## src/rtl/decode_queue_pkg.sv

```systemverilog
// Shared decode definitions for decode_queue: MIPS32 opcode/funct encodings,
// the one-hot instruction class and the decoded-instruction record.
package decode_pkg;

  localparam int CLASS_W = 10;

  typedef enum logic [CLASS_W-1:0] {
    CLS_ALU    = 10'b00_0000_0001,
    CLS_LOAD   = 10'b00_0000_0010,
    CLS_STORE  = 10'b00_0000_0100,
    CLS_BRANCH = 10'b00_0000_1000,
    CLS_JUMP   = 10'b00_0001_0000,
    CLS_MULDIV = 10'b00_0010_0000,
    CLS_CP0    = 10'b00_0100_0000,
    CLS_TLB    = 10'b00_1000_0000,
    CLS_CACHE  = 10'b01_0000_0000,
    CLS_TRAP   = 10'b10_0000_0000
  } instr_class_e;

  localparam logic [5:0] OP_SPECIAL = 6'h00;
  localparam logic [5:0] OP_REGIMM  = 6'h01;
  localparam logic [5:0] OP_J       = 6'h02;
  localparam logic [5:0] OP_JAL     = 6'h03;
  localparam logic [5:0] OP_BEQ     = 6'h04;
  localparam logic [5:0] OP_BNE     = 6'h05;
  localparam logic [5:0] OP_BLEZ    = 6'h06;
  localparam logic [5:0] OP_BGTZ    = 6'h07;
  localparam logic [5:0] OP_ADDI    = 6'h08;
  localparam logic [5:0] OP_ADDIU   = 6'h09;
  localparam logic [5:0] OP_SLTI    = 6'h0A;
  localparam logic [5:0] OP_SLTIU   = 6'h0B;
  localparam logic [5:0] OP_ANDI    = 6'h0C;
  localparam logic [5:0] OP_ORI     = 6'h0D;
  localparam logic [5:0] OP_XORI    = 6'h0E;
  localparam logic [5:0] OP_LUI     = 6'h0F;
  localparam logic [5:0] OP_COP0    = 6'h10;
  localparam logic [5:0] OP_LB      = 6'h20;
  localparam logic [5:0] OP_LH      = 6'h21;
  localparam logic [5:0] OP_LWL     = 6'h22;
  localparam logic [5:0] OP_LW      = 6'h23;
  localparam logic [5:0] OP_LBU     = 6'h24;
  localparam logic [5:0] OP_LHU     = 6'h25;
  localparam logic [5:0] OP_LWR     = 6'h26;
  localparam logic [5:0] OP_SB      = 6'h28;
  localparam logic [5:0] OP_SH      = 6'h29;
  localparam logic [5:0] OP_SWL     = 6'h2A;
  localparam logic [5:0] OP_SW      = 6'h2B;
  localparam logic [5:0] OP_SWR     = 6'h2E;
  localparam logic [5:0] OP_CACHE   = 6'h2F;

  localparam logic [5:0] FN_SLL     = 6'h00;
  localparam logic [5:0] FN_SRL     = 6'h02;
  localparam logic [5:0] FN_SRA     = 6'h03;
  localparam logic [5:0] FN_SLLV    = 6'h04;
  localparam logic [5:0] FN_SRLV    = 6'h06;
  localparam logic [5:0] FN_SRAV    = 6'h07;
  localparam logic [5:0] FN_JR      = 6'h08;
  localparam logic [5:0] FN_JALR    = 6'h09;
  localparam logic [5:0] FN_SYSCALL = 6'h0C;
  localparam logic [5:0] FN_BREAK   = 6'h0D;
  localparam logic [5:0] FN_MFHI    = 6'h10;
  localparam logic [5:0] FN_MTHI    = 6'h11;
  localparam logic [5:0] FN_MFLO    = 6'h12;
  localparam logic [5:0] FN_MTLO    = 6'h13;
  localparam logic [5:0] FN_MULT    = 6'h18;
  localparam logic [5:0] FN_MULTU   = 6'h19;
  localparam logic [5:0] FN_DIV     = 6'h1A;
  localparam logic [5:0] FN_DIVU    = 6'h1B;
  localparam logic [5:0] FN_ADD     = 6'h20;
  localparam logic [5:0] FN_ADDU    = 6'h21;
  localparam logic [5:0] FN_SUB     = 6'h22;
  localparam logic [5:0] FN_SUBU    = 6'h23;
  localparam logic [5:0] FN_AND     = 6'h24;
  localparam logic [5:0] FN_OR      = 6'h25;
  localparam logic [5:0] FN_XOR     = 6'h26;
  localparam logic [5:0] FN_NOR     = 6'h27;
  localparam logic [5:0] FN_SLT     = 6'h2A;
  localparam logic [5:0] FN_SLTU    = 6'h2B;

  localparam logic [4:0] RT_BLTZ    = 5'h00;
  localparam logic [4:0] RT_BGEZ    = 5'h01;
  localparam logic [4:0] RT_BLTZAL  = 5'h10;
  localparam logic [4:0] RT_BGEZAL  = 5'h11;

  localparam logic [4:0] RS_MF      = 5'h00;
  localparam logic [4:0] RS_MT      = 5'h04;

  // COP0 function codes, valid only when instr[25] (CO) is set
  localparam logic [5:0] CO_TLBR    = 6'h01;
  localparam logic [5:0] CO_TLBWI   = 6'h02;
  localparam logic [5:0] CO_TLBWR   = 6'h06;
  localparam logic [5:0] CO_TLBP    = 6'h08;
  localparam logic [5:0] CO_ERET    = 6'h18;

  localparam logic [4:0] REG_RA     = 5'd31;

  typedef struct packed {
    logic [4:0]   rs;
    logic [4:0]   rt;
    logic [4:0]   rd;
    logic [4:0]   shamt;
    logic [15:0]  imm16;
    logic [25:0]  imm26;
    logic         reg_we;
    logic [4:0]   wreg;
    instr_class_e cls;
    logic         ri;
  } decoded_t;

endpackage

```

## src/rtl/decode_queue_if.sv

```systemverilog
// Fetch/issue bundle of decode_queue. The master side (fetch/issue logic)
// drives pushes, flush and accept; the slave side (the queue) returns decoded lanes.
interface decode_queue_if #(
  parameter int IN_WIDTH  = 2,
  parameter int OUT_WIDTH = 2
);
  import decode_pkg::*;

  localparam int ACC_W = $clog2(OUT_WIDTH + 1);

  logic                         flush;
  logic [IN_WIDTH-1:0]          in_valid;
  logic [32*IN_WIDTH-1:0]       in_instr;
  logic [32*IN_WIDTH-1:0]       in_pc;
  logic                         in_ready;
  logic [OUT_WIDTH-1:0]         out_valid;
  logic [32*OUT_WIDTH-1:0]      out_pc;
  logic [5*OUT_WIDTH-1:0]       out_rs;
  logic [5*OUT_WIDTH-1:0]       out_rt;
  logic [5*OUT_WIDTH-1:0]       out_rd;
  logic [5*OUT_WIDTH-1:0]       out_shamt;
  logic [16*OUT_WIDTH-1:0]      out_imm16;
  logic [26*OUT_WIDTH-1:0]      out_imm26;
  logic [OUT_WIDTH-1:0]         out_reg_we;
  logic [5*OUT_WIDTH-1:0]       out_wreg;
  logic [CLASS_W*OUT_WIDTH-1:0] out_class;
  logic [OUT_WIDTH-1:0]         out_ri;
  logic [ACC_W-1:0]             out_accept;

  modport master (
    output flush, in_valid, in_instr, in_pc, out_accept,
    input  in_ready, out_valid, out_pc, out_rs, out_rt, out_rd, out_shamt,
           out_imm16, out_imm26, out_reg_we, out_wreg, out_class, out_ri
  );

  modport slave (
    input  flush, in_valid, in_instr, in_pc, out_accept,
    output in_ready, out_valid, out_pc, out_rs, out_rt, out_rd, out_shamt,
           out_imm16, out_imm26, out_reg_we, out_wreg, out_class, out_ri
  );

endinterface

```

## src/rtl/decode_queue_lane.sv

```systemverilog
// decode_lane: combinational single-word MIPS32 decoder.
// Optional macro DECODE_QUEUE_RI_EN flags unsupported words as reserved (class TRAP).
module decode_lane
  import decode_pkg::*;
(
  input  logic [31:0] instr,
  output decoded_t    dec
);

  logic [5:0]   opcode;
  logic [5:0]   funct;
  logic [4:0]   rs_f;
  logic [4:0]   rt_f;
  logic [4:0]   rd_f;
  logic         writes;
  logic         supported;
  logic [4:0]   wreg;
  instr_class_e cls;

  assign opcode = instr[31:26];
  assign funct  = instr[5:0];
  assign rs_f   = instr[25:21];
  assign rt_f   = instr[20:16];
  assign rd_f   = instr[15:11];

  always_comb begin
    writes    = 1'b0;
    supported = 1'b1;
    wreg      = rd_f;
    cls       = CLS_ALU;
    case (opcode)
      OP_SPECIAL: begin
        case (funct)
          FN_SLL, FN_SRL, FN_SRA, FN_SLLV, FN_SRLV, FN_SRAV,
          FN_ADD, FN_ADDU, FN_SUB, FN_SUBU, FN_AND, FN_OR,
          FN_XOR, FN_NOR, FN_SLT, FN_SLTU: writes = 1'b1;
          FN_JR: cls = CLS_JUMP;
          FN_JALR: begin
            cls    = CLS_JUMP;
            writes = 1'b1;
          end
          FN_SYSCALL, FN_BREAK: cls = CLS_TRAP;
          FN_MFHI, FN_MFLO: begin
            cls    = CLS_MULDIV;
            writes = 1'b1;
          end
          FN_MTHI, FN_MTLO, FN_MULT, FN_MULTU, FN_DIV, FN_DIVU: cls = CLS_MULDIV;
          default: supported = 1'b0;
        endcase
      end
      OP_REGIMM: begin
        case (rt_f)
          RT_BLTZ, RT_BGEZ: cls = CLS_BRANCH;
          RT_BLTZAL, RT_BGEZAL: begin
            cls    = CLS_BRANCH;
            writes = 1'b1;
            wreg   = REG_RA;
          end
          default: supported = 1'b0;
        endcase
      end
      OP_J: cls = CLS_JUMP;
      OP_JAL: begin
        cls    = CLS_JUMP;
        writes = 1'b1;
        wreg   = REG_RA;
      end
      OP_BEQ, OP_BNE, OP_BLEZ, OP_BGTZ: cls = CLS_BRANCH;
      OP_ADDI, OP_ADDIU, OP_SLTI, OP_SLTIU, OP_ANDI, OP_ORI, OP_XORI, OP_LUI: begin
        writes = 1'b1;
        wreg   = rt_f;
      end
      OP_COP0: begin
        // CO bit selects the eret/TLB function space over mfc0/mtc0
        if (instr[25]) begin
          case (funct)
            CO_ERET: cls = CLS_CP0;
            CO_TLBR, CO_TLBWI, CO_TLBWR, CO_TLBP: cls = CLS_TLB;
            default: supported = 1'b0;
          endcase
        end else begin
          case (rs_f)
            RS_MF: begin
              cls    = CLS_CP0;
              writes = 1'b1;
              wreg   = rt_f;
            end
            RS_MT: cls = CLS_CP0;
            default: supported = 1'b0;
          endcase
        end
      end
      OP_LB, OP_LH, OP_LWL, OP_LW, OP_LBU, OP_LHU, OP_LWR: begin
        cls    = CLS_LOAD;
        writes = 1'b1;
        wreg   = rt_f;
      end
      OP_SB, OP_SH, OP_SWL, OP_SW, OP_SWR: cls = CLS_STORE;
      OP_CACHE: cls = CLS_CACHE;
      default: supported = 1'b0;
    endcase
    if (!supported) begin
      writes = 1'b0;
`ifdef DECODE_QUEUE_RI_EN
      cls    = CLS_TRAP;
`else
      cls    = CLS_ALU;
`endif
    end
  end

  always_comb begin
    dec.rs     = rs_f;
    dec.rt     = rt_f;
    dec.rd     = rd_f;
    dec.shamt  = instr[10:6];
    dec.imm16  = instr[15:0];
    dec.imm26  = instr[25:0];
    dec.wreg   = wreg;
    dec.reg_we = writes && (wreg != 5'd0);
    dec.cls    = cls;
`ifdef DECODE_QUEUE_RI_EN
    dec.ri     = !supported;
`else
    dec.ri     = 1'b0;
`endif
  end

endmodule

```

## src/rtl/decode_queue.sv

```systemverilog
// decode_queue: circular instruction buffer with OUT_WIDTH parallel decoders on its head.
// Optional macro DECODE_QUEUE_RI_EN enables reserved-instruction flagging in the lanes.
module decode_queue
  import decode_pkg::*;
#(
  parameter int IN_WIDTH  = 2,
  parameter int OUT_WIDTH = 2,
  parameter int DEPTH     = 8
) (
  input logic           clk,
  input logic           reset,
  decode_queue_if.slave bus
);

  localparam int PTR_W = $clog2(DEPTH);
  localparam int CNT_W = PTR_W + 1;

  logic [31:0]      instr_mem_q [DEPTH];
  logic [31:0]      instr_mem_d [DEPTH];
  logic [31:0]      pc_mem_q    [DEPTH];
  logic [31:0]      pc_mem_d    [DEPTH];
  logic [PTR_W-1:0] head_q, head_d;
  logic [PTR_W-1:0] tail_q, tail_d;
  logic [CNT_W-1:0] count_q, count_d;
  logic [CNT_W-1:0] push_cnt;
  logic [CNT_W-1:0] pop_cnt;
  logic [CNT_W-1:0] accept_ext;
  logic             push_run;

  // in_ready looks only at the registered count, never at this cycle's pop
  assign bus.in_ready = (CNT_W'(DEPTH) - count_q) >= CNT_W'(IN_WIDTH);

  // Only the leading run of valid lanes is pushed, keeping program order gap-free
  always_comb begin
    push_cnt = '0;
    push_run = 1'b1;
    for (int i = 0; i < IN_WIDTH; i++) begin
      if (push_run && bus.in_valid[i]) begin
        push_cnt = push_cnt + CNT_W'(1);
      end else begin
        push_run = 1'b0;
      end
    end
    if (!bus.in_ready || bus.flush) begin
      push_cnt = '0;
    end
  end

  always_comb begin
    accept_ext = CNT_W'(bus.out_accept);
    pop_cnt    = (accept_ext < count_q) ? accept_ext : count_q;
  end

  always_comb begin
    if (bus.flush) begin
      head_d  = '0;
      tail_d  = '0;
      count_d = '0;
    end else begin
      head_d  = head_q + PTR_W'(pop_cnt);
      tail_d  = tail_q + PTR_W'(push_cnt);
      count_d = count_q + push_cnt - pop_cnt;
    end
  end

  always_comb begin
    instr_mem_d = instr_mem_q;
    pc_mem_d    = pc_mem_q;
    for (int i = 0; i < IN_WIDTH; i++) begin
      if (CNT_W'(i) < push_cnt) begin
        instr_mem_d[tail_q + PTR_W'(i)] = bus.in_instr[32*i +: 32];
        pc_mem_d[tail_q + PTR_W'(i)]    = bus.in_pc[32*i +: 32];
      end
    end
  end

  always_ff @(posedge clk) begin
    if (reset) begin
      head_q  <= '0;
      tail_q  <= '0;
      count_q <= '0;
    end else begin
      head_q  <= head_d;
      tail_q  <= tail_d;
      count_q <= count_d;
    end
  end

  // Payload storage needs no reset: stale entries are masked by out_valid
  always_ff @(posedge clk) begin
    instr_mem_q <= instr_mem_d;
    pc_mem_q    <= pc_mem_d;
  end

  for (genvar g = 0; g < OUT_WIDTH; g++) begin : g_lane
    logic [PTR_W-1:0] rd_idx;
    decoded_t         dec;

    assign rd_idx = head_q + PTR_W'(g);

    decode_lane u_decode_lane (
      .instr (instr_mem_q[rd_idx]),
      .dec   (dec)
    );

    assign bus.out_valid[g]                    = count_q > CNT_W'(g);
    assign bus.out_pc[32*g +: 32]              = pc_mem_q[rd_idx];
    assign bus.out_rs[5*g +: 5]                = dec.rs;
    assign bus.out_rt[5*g +: 5]                = dec.rt;
    assign bus.out_rd[5*g +: 5]                = dec.rd;
    assign bus.out_shamt[5*g +: 5]             = dec.shamt;
    assign bus.out_imm16[16*g +: 16]           = dec.imm16;
    assign bus.out_imm26[26*g +: 26]           = dec.imm26;
    assign bus.out_reg_we[g]                   = dec.reg_we;
    assign bus.out_wreg[5*g +: 5]              = dec.wreg;
    assign bus.out_class[CLASS_W*g +: CLASS_W] = dec.cls;
    assign bus.out_ri[g]                       = dec.ri;
  end

endmodule

```

## src/flat_wrapper.sv

```systemverilog
// flat-port wrapper written by rule: the top's interface ports become plain ports
module decode_queue_flat import decode_pkg::*;
#(
  parameter int IN_WIDTH  = 2,
  parameter int OUT_WIDTH = 2,
  parameter int DEPTH     = 8
)
  (clk, reset, bus_flush, bus_in_valid, bus_in_instr, bus_in_pc, bus_out_accept, bus_in_ready, bus_out_valid, bus_out_pc, bus_out_rs, bus_out_rt, bus_out_rd, bus_out_shamt, bus_out_imm16, bus_out_imm26, bus_out_reg_we, bus_out_wreg, bus_out_class, bus_out_ri);
  decode_queue_if #(.IN_WIDTH(IN_WIDTH), .OUT_WIDTH(OUT_WIDTH)) bus_i ();
  input logic clk;
  input logic reset;
  input wire logic [$bits(bus_i.flush)-1:0] bus_flush;
  input wire logic [$bits(bus_i.in_valid)-1:0] bus_in_valid;
  input wire logic [$bits(bus_i.in_instr)-1:0] bus_in_instr;
  input wire logic [$bits(bus_i.in_pc)-1:0] bus_in_pc;
  input wire logic [$bits(bus_i.out_accept)-1:0] bus_out_accept;
  output wire logic [$bits(bus_i.in_ready)-1:0] bus_in_ready;
  output wire logic [$bits(bus_i.out_valid)-1:0] bus_out_valid;
  output wire logic [$bits(bus_i.out_pc)-1:0] bus_out_pc;
  output wire logic [$bits(bus_i.out_rs)-1:0] bus_out_rs;
  output wire logic [$bits(bus_i.out_rt)-1:0] bus_out_rt;
  output wire logic [$bits(bus_i.out_rd)-1:0] bus_out_rd;
  output wire logic [$bits(bus_i.out_shamt)-1:0] bus_out_shamt;
  output wire logic [$bits(bus_i.out_imm16)-1:0] bus_out_imm16;
  output wire logic [$bits(bus_i.out_imm26)-1:0] bus_out_imm26;
  output wire logic [$bits(bus_i.out_reg_we)-1:0] bus_out_reg_we;
  output wire logic [$bits(bus_i.out_wreg)-1:0] bus_out_wreg;
  output wire logic [$bits(bus_i.out_class)-1:0] bus_out_class;
  output wire logic [$bits(bus_i.out_ri)-1:0] bus_out_ri;
  assign bus_i.flush = bus_flush;
  assign bus_i.in_valid = bus_in_valid;
  assign bus_i.in_instr = bus_in_instr;
  assign bus_i.in_pc = bus_in_pc;
  assign bus_i.out_accept = bus_out_accept;
  assign bus_in_ready = bus_i.in_ready;
  assign bus_out_valid = bus_i.out_valid;
  assign bus_out_pc = bus_i.out_pc;
  assign bus_out_rs = bus_i.out_rs;
  assign bus_out_rt = bus_i.out_rt;
  assign bus_out_rd = bus_i.out_rd;
  assign bus_out_shamt = bus_i.out_shamt;
  assign bus_out_imm16 = bus_i.out_imm16;
  assign bus_out_imm26 = bus_i.out_imm26;
  assign bus_out_reg_we = bus_i.out_reg_we;
  assign bus_out_wreg = bus_i.out_wreg;
  assign bus_out_class = bus_i.out_class;
  assign bus_out_ri = bus_i.out_ri;
  decode_queue #(.IN_WIDTH(IN_WIDTH), .OUT_WIDTH(OUT_WIDTH), .DEPTH(DEPTH)) u_core (.clk(clk), .reset(reset), .bus(bus_i));
endmodule
```

## config.mk

```make
export PLATFORM = sky130hd
export DESIGN_NAME = decode_queue_flat
export DESIGN_NICKNAME = d
export VERILOG_FILES = /design/src/rtl/decode_queue_pkg.sv /design/src/rtl/decode_queue_if.sv /design/src/rtl/decode_queue_lane.sv /design/src/rtl/decode_queue.sv /design/src/flat_wrapper.sv
export SDC_FILE = /design/constraint.sdc
export NUM_CORES = 2
export LEC_CHECK = 0
export CAP_MARGIN = 10
export CORE_MARGIN = 2
export CORE_UTILIZATION = 58
export CTS_CLUSTER_DIAMETER = 120
export DETAILED_ROUTE_END_ITERATION = 8
export GPL_ROUTABILITY_DRIVEN = 0
export PLACE_DENSITY = 0.82
export SETUP_SLACK_MARGIN = 0.1
export SLEW_MARGIN = 0
export SYNTH_ARGS = -nofsm -noshare
export SYNTH_HDL_FRONTEND = slang
export SYNTH_HIERARCHICAL = 1
export SYNTH_SLANG_ARGS = --single-unit
```

## constraint.sdc

```tcl
create_clock -name clk -period 6.2 [get_ports clk]
set_clock_uncertainty 0.1 [all_clocks]
set_input_delay 1.55 -clock clk [delete_from_list [all_inputs] [get_ports clk]]
set_output_delay 1.55 -clock clk [all_outputs]
set_load 0.005 [all_outputs]
```

======== After elaboration in Yosys (flattened, before gate mapping) ========
Cells that the tools add are included.
storage, ports and cells
  word-level logic and storage cells ...... 292
  flip-flop bits (word level) ............. 522
operators by class
  eq/ne operators ......................... 122
  bitwise operators ....................... 4
  order comparisons ....................... 12
  reductions and logical operators ........ 52
  add/sub/neg operators ................... 8
  muxes and demuxes ....................... 75
operator list
  cell                                                              number
  256-bit bitwise mux                                               4
  256-bit two-way mux                                               4
  32-bit binary-select mux with 3-bit select                        4
  32-bit two-way mux                                                10
  6-bit == test (second input constant)                             46
  32-bit demux with 3-bit select                                    2
  10-bit case mux with 8 select lines                               2
  6-bit by 4-bit == test with 1-bit output (second input constant)  24
  6-bit by 5-bit == test with 1-bit output (second input constant)  18
  6-bit by 3-bit == test with 1-bit output (second input constant)  14
  10-bit case mux with 3 select lines                               2
  28-bit OR reduction                                               2
  27-bit OR reduction                                               2
  6-bit by 2-bit == test with 1-bit output (second input constant)  8
  10-bit two-way mux                                                4
  5-bit case mux with 4 select lines                                2
  19-bit OR reduction                                               2
  8-bit case mux with 2 select lines                                2
  16-bit OR reduction                                               2
  5-bit two-way mux                                                 6
  15-bit OR reduction                                               2
  6-bit by 1-bit == test with 1-bit output (second input constant)  4
  6-bit logical NOT                                                 4
  4-bit OR reduction                                                6
  other kinds (29)                                                  97

======== Depth between registers and ports, before layout ========
  depth in word-level cells ............... 12
  gate-level depth with buffers ........... 15

======== Modules after synthesis ========
Netlist, hierarchy kept.
by module, submodules not included
  module        area each (um^2)  cells an instance  instances
  decode_queue  29341.9           3321               1
  decode_lane   1168.6            176                2

======== Least setup slack after synthesis ========
Ideal clock, no wire load.
  kind .................................... reg2out
  start point ............................. register u_core.head_q[1]
  end point ............................... output bus_out_wreg[5]
  slack ................................... 0.937 ns
  required time ........................... 4.550 ns
  data arrival time ....................... 3.613 ns
  stages on the path, launching flop included .. 11
  cell sequence ........................... dfxtp_1 -> ha_1 -> clkbuf_1 -> buf_1 -> mux4_2 -> mux2_2 -> or4_4 -> nor2_2 -> o22ai_2 -> or2_4 -> a221o_1
between the ends
  longest elaborated chain between the ends .. 9
  elaborated cells on any way between the ends .. 32
  those cells by class .................... add/sub: 1; eq/ne: 20; mux: 7; bitwise: 1; reduce/logical: 3
RTL lines
  element                                                      line                     text
  start, declared                                              decode_queue.sv:22       logic [PTR_W-1:0] head_q, head_d;
  start signal, assigned                                       decode_queue.sv:79       head_q <= '0;
  start signal, assigned                                       decode_queue.sv:83       head_q <= head_d;
  3-bit by 1-bit adder with 3-bit output (*)                   decode_queue.sv:99       assign rd_idx = head_q + PTR_W'(g);
  3-bit NOT with 4-bit output (implied by the code) (*)        decode_queue.sv:102      .instr (instr_mem_q[rd_idx]),
  32-bit binary-select mux with 3-bit select (*)               decode_queue.sv:102
  32-bit two-way mux (implied by the code) (*) (2 in a row)    decode_queue.sv:102
  branches (longest 3 deep; another with 15-bit OR reduction)  n/a
  5-bit case mux with 4 select lines (*)                       decode_queue_lane.sv:31  case (opcode)
  end, declared                                                flat_wrapper.sv:27       output wire logic [$bits(bus_i.out_wreg)-1:0] bus_out_wreg;
Mark *: on every way between the ends. The select of a mux whose other input is x is not followed.

======== Worst setup path after layout ========
  start point ............................. register u_core.head_q[0]
  end point ............................... output bus_out_reg_we[0]
between the ends
  longest elaborated chain between the ends .. 11
  elaborated cells on any way between the ends .. 96
  those cells by class .................... eq/ne: 61; mux: 19; bitwise: 1; reduce/logical: 15
RTL lines
  element                                                                    line                                              text
  3-bit NOT with 4-bit output (implied by the code) (*)                      decode_queue.sv:102
  32-bit binary-select mux with 3-bit select (*)                             decode_queue.sv:102
  32-bit two-way mux (implied by the code) (*) (2 in a row)                  decode_queue.sv:102
  6-bit by 1-bit == test with 1-bit output (tied with other cells)           decode_queue_lane.sv:76                           case (funct)
  5-bit OR reduction (no line) / 2-bit OR reduction (equally long branches)  n/a
  1-bit two-way mux, on equally long branches                                decode_queue_lane.sv:76, decode_queue_lane.sv:82
  1-bit two-way mux                                                          decode_queue_lane.sv:75                           if (instr[25]) begin
  1-bit case mux with 4 select lines                                         decode_queue_lane.sv:31
  1-bit two-way mux                                                          decode_queue_lane.sv:102                          if (!supported) begin
  1-bit logical AND (*)                                                      decode_queue_lane.sv:120                          dec.reg_we = writes && (wreg != 5'd0);
  end, declared                                                              flat_wrapper.sv:26                                output wire logic [$bits(bus_i.out_reg_we)-1:0] bus_out_reg_we;
Every way passes the cells marked *; elsewhere a longest branch is shown, timed or not. The select of a mux whose other input is x is not followed.

==> results.py <==
metrics = {
    "cts": {
        "clockRootBuffer": "clkbuf_16",
        "cts_buffer_depth": 3,
        "cts_inserted_buffers": 55,
        "cts_hold_buf": 0,
        "cts_sinks": 522,
        "htreeDepth": 2,
        "clk-insertion-delay-late_ns": 0.64,
        "clk_pin_slew_ns": 0.06,
        "tritoncts": "built",
    },
    "global_routing": {
        "grt_usage_pct": 36.9,
        "grtUsageMet2_pct": 57.5,
        "grtUsageMet3_pct": 8.94,
        "grt_pass1_vias": 28092,
        "antenna_found_initial": 15,
        "top_usage_layer": "met2",
        "grtUsageMet1_pct": 47.6,
        "grt_first_pass_wirelength_um": 163000,
        "grt_max_degree": 130,
        "globalRouteOverflowTotal": 0,
    },
    "timing": {
        "finalCritPeriodShare_pct": 97.4,
        "hold_slack_ns": 0.381,
        "worst_slew_pin_slew_ns": 1.27,
        "relSlewSlack_pct": 15.4,
        "rsz0062_at_grt": "false",
        "finalHoldViolCount": 0,
        "max_freq_mhz": 166,
        "slew_viol_final": 0,
        "post-route-min-period_ns": 6.04,
        "finalSetupViolCount": 0,
        "fin_tns_setup_ns": 0,
    },
    "worst_setup_path": {
        "r2r_cells": 8,
        "crit_start": "u_core/head_q[0]",
        "crit_slowest_cell": "nor4_1",
        "start_kind": "flop",
        "crit_type": "reg -> out",
        "rrSetupSlack_ns": 2.19,
        "r2r_start": "u_core/count_q[0]",
        "critical_path_required_ns": 4.55,
        "crit_arrival_ns": 4.39,
        "r2r_end": "u_core/instr_mem_q[34]",
        "path_max_fanout": 65,
        "crit_chain": "buf_16 -> mux4_2 -> mux2_2 -> nor4_1 -> nand4b_1 -> nand2_1 -> nor3_1 -> a22oi_1 -> clkdlybuf4s50_1",
        "endpoint_kind": "output port",
        "cp_slowest_stage_delay_ns": 0.68,
    },
    "drt": {
        "post-route-drc-count": 0,
        "viasPerCell": 6.98,
        "avgRoutedWirePerCell_um": 25.2,
        "dr.first_iter.drc_count": 4451,
        "wl_um": 109000,
        "postRouteAntennaNets": 0,
        "vias": 30165,
        "dr.pass1.iters": 6,
    },
    "yosys": {
        "syn-cell-area_um2": 31700,
        "synth.distinct_cells": 66,
        "synth_top_area_cell": "dfxtp_1",
        "synth_flop_cell": "dfxtp_1",
        "synth_top_area_share_pct": 33.0,
        "syn_nets": 3827,
        "async_flop_share_pct": 0,
        "syn_inst": 3673,
        "synth_area_leaders": "dfxtp_1, mux4_2, nand2_1",
        "avgSynthCellArea_um2": 8.62,
        "synth-seq-area-share_pct": 33.0,
        "synth-seq-cells": 522,
        "yosys_warnings": 6,
        "synth-edff-count": 0,
    },
    "finish": {
        "syn2layout_area_growth_pct": 14.4,
        "layout_commonest_cell": "nand2_1",
        "drive_above_1_share_pct": 16.3,
        "mostFrequentLayoutCells": "nand2_1, nor2_1, dfxtp_1, clkdlybuf4s50_1, a31oi_1",
        "final_nets": 3728,
    },
    "power_and_ir_drop": {
        "p_leak_nw": 12.9,
        "p_per_area_nw_per_um2": 507,
        "vdd_drop_max_mv": 0.325,
        "p_total_mw": 18.4,
    },
    "job": {
        "drv_cap": 0,
    },
    "floorplanning": {
        "start_util_pct": 58.8,
        "core_um2": 53900,
        "die_y_um": 238,
        "dieArea_um2": 56500,
        "rows": 85,
        "die_x_um": 238,
        "io_pins": 360,
    },
    "worst_hold_path": {
        "hp-class": "reg -> reg",
        "hold_depth": 2,
        "min_from": "u_core/pc_mem_q[164]",
        "worstHoldEndpoint": "u_core/pc_mem_q[164]",
    },
    "placed_design": {
        "io_buffer_count": 357,
        "dpl.hpwl_um": 61400,
    },
    "outcome": {
        "outcome": "complete, no violations",
    },
}
-- state kept, by name, indices dropped and copies added, names as in the netlist --
name                count
u_core/tail_q           3
u_core/head_q           3
u_core/count_q          4
u_core/pc_mem_q       256
u_core/instr_mem_q    256
-- what timing repair did --
action                                 in CTS  in global routing
pin swaps                                   1                  1
gates resized for setup                     4                  3
setup endpoints to repair                  18                 18
cloned                                      1                  0
setup buffers                               1                  7
endpoints found under the hold margin       0                  0
-- critical path, delay by kind of cell, from the launching register on --
kind | cells | cell delay [ns]
simple gates | 4 | 1.28
mux | 2 | 0.94
buf+inv | 2 | 0.89
flops | 1 | 0.42
compound gates | 1 | 0.17
-- cells by family (layout without fill, tap and decap cells) --
family	count (synthesis)	count (layout)	share of synthesized area (%)
buf+inv	591	536	8.99
xor+xnor	13	13	0.359
compound gates	823	823	17.4
mux	384	384	22.7
fa+ha+maj	19	19	0.822
flops	522	522	33.0
other cells	2	10	0.0237
simple gates	1319	1319	16.6
-- through the flow --
stage | setup WS (ns) | instance area, µm² | util (%) | instances
2_1_floorplan | 0.937 | 31700 | - | 3673
3_3_place_gp | 0.680 | 34100 | 63.2 | 4203
3_5_place_dp | 0.620 | 34100 | 63.2 | 4203
4_1_cts | 0.112 | 36100 | 67.0 | 4306
5_1_grt | 0.102 | 36200 | 67.2 | 4318
6_report | 0.162 | 36200 | 67.2 | 4322
-- synth_stat cells, types with 7 or more instances --
master    number
nand2_1      658
nor2_1       555
dfxtp_1      522
a31oi_1      320
mux4_2       256
clkbuf_1     221
a21oi_1      216
a32oi_1      188
buf_4        128
mux2_2       128
buf_1        113
buf_2         78
clkbuf_2      30
inv_1         19
o21ai_0       19
ha_1          16
nand2b_1      15
nor3_1        13
nand3_1       10
nor4_1        10
a22oi_1        9
nor2b_1        9
a211o_1        8
a221o_1        8
o21ai_2        8
xor2_1         7
-- power by group --
| group | internal, mW | total (mW) | switching, mW |
|---|---|---|---|
| Sequential | 4.21 | 4.86 | 0.654 |
| Clock | 2.22 | 3.68 | 1.46 |
| Combinational | 5.20 | 9.81 | 4.61 |
-- area by class of cell --
type,instances,area (µm²)
multi-input combinational,2560,18700
sequential,522,10500
fill,4160,17700
clock buffer,78,1560
clock inverter,23,437
tap,696,871
antenna,8,20.0
inverter,19,71.3
timing repair buffer,416,4140
-- worst max path at each step --
stage / slack [ns] / end
global placement: 0.68 / bus_out_reg_we[0]
floorplan: 0.94 / bus_out_wreg[5]
finish: 0.16 / bus_out_reg_we[0]
global route: 0.10 / bus_out_reg_we[0]
detailed placement: 0.62 / bus_out_wreg[1]
CTS: 0.11 / bus_out_wreg[6]
-- layer usage --
metal,vias up,share of wire [%]
li1,12978,-
met1,14135,36
met2,2549,45
met3,491,14
met4,12,5.4
met5,-,0.071
(Power assumes the default switching activity.)
